==> config.mk <==
export PLATFORM = sky130hd
export DESIGN_NAME = instr_decode_buffer
export DESIGN_NICKNAME = d
export VERILOG_FILES = /design/src/rtl/instr_decode_buffer.sv
export SDC_FILE = /design/constraint.sdc
export NUM_CORES = 1
export LEC_CHECK = 0
export BUFFER_PORTS_ARGS = -buffer_cell sky130_fd_sc_hd__buf_2
export CORE_AREA = 2 2 92 94
export DETAILED_ROUTE_END_ITERATION = 8
export DIE_AREA = 0 0 94 96
export PLACE_DENSITY_LB_ADDON = 0.3
export SLEW_MARGIN = 20
export SYNTH_ARGS = -nofsm -noshare
export SYNTH_HDL_FRONTEND = slang
export SYNTH_SLANG_ARGS = --single-unit
==> constraint.sdc <==
create_clock -name clk -period 3.4 [get_ports clk]
set_input_delay 0.17 -clock clk [delete_from_list [all_inputs] [get_ports clk]]
set_output_delay 0.17 -clock clk [all_outputs]
set_load 0.02 [all_outputs]
==> src/rtl/instr_decode_buffer.sv <==
// Two-entry in-order instruction buffer between fetch and decode.
// Presents the head entry split into register fields and a 4-bit immediate,
// supports synchronous flush and latches a halt when a HALT (opcode F) pops.
module instr_decode_buffer #(
  parameter int INSTR_W = 16,
  parameter int PC_W    = 16
) (
  input  logic               clk,
  input  logic               rst,
  input  logic               in_valid,
  input  logic [INSTR_W-1:0] in_instr,
  input  logic [PC_W-1:0]    in_pc,
  output logic               in_ready,
  output logic               out_valid,
  input  logic               out_ready,
  input  logic               flush,
  output logic [PC_W-1:0]    out_pc,
  output logic [3:0]         opcode,
  output logic [3:0]         rd,
  output logic [3:0]         rs,
  output logic [3:0]         rt,
  output logic [3:0]         imm4,
  output logic [1:0]         count,
  output logic               halted
);

  localparam logic [3:0] OP_HALT = 4'hF;

  logic [INSTR_W-1:0] instr_q [2];
  logic [INSTR_W-1:0] instr_d [2];
  logic [PC_W-1:0]    pc_q    [2];
  logic [PC_W-1:0]    pc_d    [2];
  logic               wr_ptr_q, wr_ptr_d;
  logic               rd_ptr_q, rd_ptr_d;
  logic [1:0]         count_q,  count_d;
  logic               halted_q, halted_d;

  logic               push;
  logic               pop;
  logic [INSTR_W-1:0] head_instr;

  // Handshake and head-entry outputs, all derived from registered state
  always_comb begin
    in_ready   = (count_q != 2'd2) & ~halted_q;
    out_valid  = (count_q != 2'd0) & ~halted_q;
    push       = in_valid & in_ready;
    pop        = out_valid & out_ready;
    head_instr = instr_q[rd_ptr_q];
    out_pc     = pc_q[rd_ptr_q];
    opcode     = head_instr[15:12];
    rd         = head_instr[11:8];
    rs         = head_instr[7:4];
    rt         = head_instr[3:0];
    imm4       = head_instr[3:0];
    count      = count_q;
    halted     = halted_q;
  end

  // Next-state: storage write, pointer/count update, flush and halt capture.
  // A flush discards any same-cycle push or pop, so a HALT popped under
  // flush does not set halted.
  always_comb begin
    instr_d  = instr_q;
    pc_d     = pc_q;
    wr_ptr_d = wr_ptr_q;
    rd_ptr_d = rd_ptr_q;
    count_d  = count_q;
    halted_d = halted_q;
    if (flush) begin
      wr_ptr_d = 1'b0;
      rd_ptr_d = 1'b0;
      count_d  = 2'd0;
    end else begin
      if (push) begin
        instr_d[wr_ptr_q] = in_instr;
        pc_d[wr_ptr_q]    = in_pc;
        wr_ptr_d          = ~wr_ptr_q;
      end
      if (pop) begin
        rd_ptr_d = ~rd_ptr_q;
        if (head_instr[15:12] == OP_HALT) begin
          halted_d = 1'b1;
        end
      end
      case ({push, pop})
        2'b10:   count_d = count_q + 2'd1;
        2'b01:   count_d = count_q - 2'd1;
        default: count_d = count_q;
      endcase
    end
  end

  // State registers with asynchronous reset
  always_ff @(posedge clk or posedge rst) begin
    if (rst) begin
      for (int unsigned i = 0; i < 2; i++) begin
        instr_q[i] <= '0;
        pc_q[i]    <= '0;
      end
      wr_ptr_q <= 1'b0;
      rd_ptr_q <= 1'b0;
      count_q  <= 2'd0;
      halted_q <= 1'b0;
    end else begin
      for (int unsigned i = 0; i < 2; i++) begin
        instr_q[i] <= instr_d[i];
        pc_q[i]    <= pc_d[i];
      end
      wr_ptr_q <= wr_ptr_d;
      rd_ptr_q <= rd_ptr_d;
      count_q  <= count_d;
      halted_q <= halted_d;
    end
  end

endmodule

==> summary.md <==
| Metric | Value |
|---|---|
| Post-CTS Setup Inserts | 0 |
| Place WS | between 1.5 and 2 ns |
| Vias in the first global route | 2078 |
| Final core occ | 0.473 |
| Register area | around 1700 µm² |
| Reg-to-reg setup timing slack | about 1.7 ns |
| First-pass GRT wire length | approximately 10000 µm |
| Hold Crit Depth | 2 |
| Synth top area share | 0.548 |
| Post-cts sizing count | 0 |
| N_diodes | 0 |
| Adder-cell share of the synthesized area | 0 |
| Hpwl dp | 4200 µm |
| Lkg Pwr | ~1.7 nW |
| Asr flop ratio synth | 1.00 |
| Hold_sp | in_instr[8] |
| Yosys warns | 0 |
| Post-synth EDFFs | 0 |
| VDD IR-drop max | roughly 0.46 mV |
| Post-synthesis register bit count | 69 |
| Multi-input gate area | 1290 µm² |
| Max Freq | 471 MHz |
| Dpl cell area | about 3600 µm² |
| Clk slew on worst S/H paths | 0.07 ns |
| Gpl congestion | ~0.74 |
| DIE WIDTH | 94 µm |
| Power Density | 886 nW/µm² |
| Crit. End Element | output pin |
| Main combinational cell family by area after synthesis | multiplexers |
| # hold bufs at CTS | 1 |
| CTS max path bufs | 2 |
| Layout fillers | 780 |
| Setup ws final | 1.28 ns |
| Chip height | 96 µm |
| Largest area contributor in the netlist | dfrtp_1 |
| Gr usage total | 0.149 |
| Post-synthesis simple-gate area fraction | 0.0429 |
| Min-Delay Endpoint | instr_q[8] |
| Area Growth Syn to Fin | 20.9% |
| Worst skew pair latency | about 0.34 ns |
| WS Path Type | reg2out |
| Core ar. | 8050 µm² |
| DR WL/cell | 14.9 µm |
| Layout cells sized above 1 | 0.623 |
| Post-synthesis mux area share | 0.336 |
| IO Count | 78 |
| Final #Nets | roughly 330 |
| XOR/XNOR share of the synthesized area | 0.00278 |
| Startpoint Class | flip-flop |
| Post-Synthesis Cells | 214 |
| Worst-margin pin slew | 0.467 ns |
| Final Skew | approximately 0.0071 ns |
| DRT Pass-1 Iters | 4 |
| Fin crit period | 2.12 ns |
| Total gr overflow | 0 |
| Syn Std Cell Area | 3150 µm² |
| PortBufs | 77 |
| Status | complete, no violations |
| # setup viols final | 0 |
| Largest net degree at the start of global routing | 30 |
| DRC | 0 |
| Drt total wl | 6040 µm |
| Worst EP required | around 3.2 ns |
| Fin. Hold Viols | 0 |
| Avg Inst Size Synth | 14.7 µm² |
| CTS tree | built |
| Most common cell in the netlist | mux2_2 |
| Top cells by count, synth | 81 x mux2_2, 69 x dfrtp_1, 12 x mux2_1, 7 x o21ai_0, 6 x buf_6 |
| Final setup TNS | 0 ns |
| Worst Reg-to-Reg Cells | 4 |
| Root Driver | clkbuf_8 |
| DRT antenna net count | 0 |
| WP data arrival | 1.95 ns |
| RSZ-0062 raised after global routing | false |
| Ranking of synthesized cells by area | dfrtp_1 55%, mux2_2 29%, mux2_1 4.3% |
| Synth unique cells | 27 |
| Vias per std cell | just under 5 |
| Max Cap Viol | 0 |
| Die Area | 9020 µm² |
| Synthesized net count | 251 |
| Worst R2R End | instr_q[2] |
| Initial DRC count | between 60 and 70 |
| Reg2Reg Launch Point | count[1] |
| Num CTS Buffers | 9 |
| Sequential fraction of the synthesis area | 0.548 |
| Predominant post-synthesis flop cell | dfrtp_1 |
| Compound-cell area share of the yosys netlist | 0.0278 |
| CTS Sinks | 69 |
| Fin crit share | 0.625 |
| Placed insts | roughly 390 |
| H-tree depth | 3 |
| Max-slew violations | 0 |
| Initial cell density of the core | 0.391 |
| # rows | 33 |
| Final instance area | 3810 µm² |
| Initial antenna violation count | 0 |
| Via count | 1970 |
| Hold WC Path Type | in2reg |
| Crit Path Max Fanout | 25 |
| Final non-filler cell total | 405 |
| Slew margin rel. | 0.689 |
metal layers:
metal	GRT usage	share of wire	routed length (µm)
met4	0.0616	0.016	94
met5	0	0	0
met3	0.0439	0.054	327
met2	0.248	0.48	2920
met1	0.182	0.45	2700
registers in the layout (all words and copies together), names as in the netlist:
name      cells
wr_ptr_q      1
pc_q         32
halted        1
instr_q      32
rd_ptr_q      1
count         2
critical path, stage by stage, from the launching register on:
cell and delay, ns:
dfrtp_1 0.63, buf_4 0.43, mux2_2 0.39, buf_2 0.17
cells in the final DEF, fill, tap and decap left out, types with 4 or more instances in the layout:
cell / count
a21oi_1: 4
buf_2: 77
buf_4: 7
clkbuf_8: 10
dfrtp_1: 69
mux2_1: 12
mux2_2: 81
nor2_1: 4
o21ai_0: 7
final cells by class:
cell class | instances | area share
sequential | 69 | 0.454
multi-input combinational | 127 | 0.339
timing repair buffer | 85 | 0.118
clock buffer | 10 | 0.0362
tap | 105 | 0.0345
clock inverter | 6 | 0.0164
inverter | 3 | 0.00296
how the worst max path moves through the flow:
stage	start	to	slack, ns
6_report	rd_ptr_q	opcode[1]	1.28
5_1_grt	rd_ptr_q	imm4[1]	1.16
2_1_floorplan	rst	count[0]	1.49
3_5_place_dp	rd_ptr_q	rt[1]	1.63
4_1_cts	rd_ptr_q	rt[1]	1.23
3_3_place_gp	rd_ptr_q	rt[1]	1.62
power breakdown:
| group | leakage [nW] | internal, W | switching [W] |
|---|---|---|---|
| registers | 0.821 | 0.00119 | 0.000200 |
| clock network | 0.0943 | 0.000356 | 0.000308 |
| logic | 0.784 | 0.000656 | 0.000660 |
per-stage QoR:
step	power [W]	hold slack [ns]
after floorplan	0.00239	0.287
after global placement	0.00272	0.208
after detailed placement	0.00275	0.210
after CTS	0.00343	0.0425
after global routing	0.00362	0.0458
final	0.00337	0.0636
logic make-up after synthesis:
logic type	count (synthesis)
xor gates and xnor gates	1
and+or+nand+nor	17
DFF	69
AOI/OAI and AO/OA	15
muxes	94
buffers and inverters	18
Power figures use the tool's default switching activity.
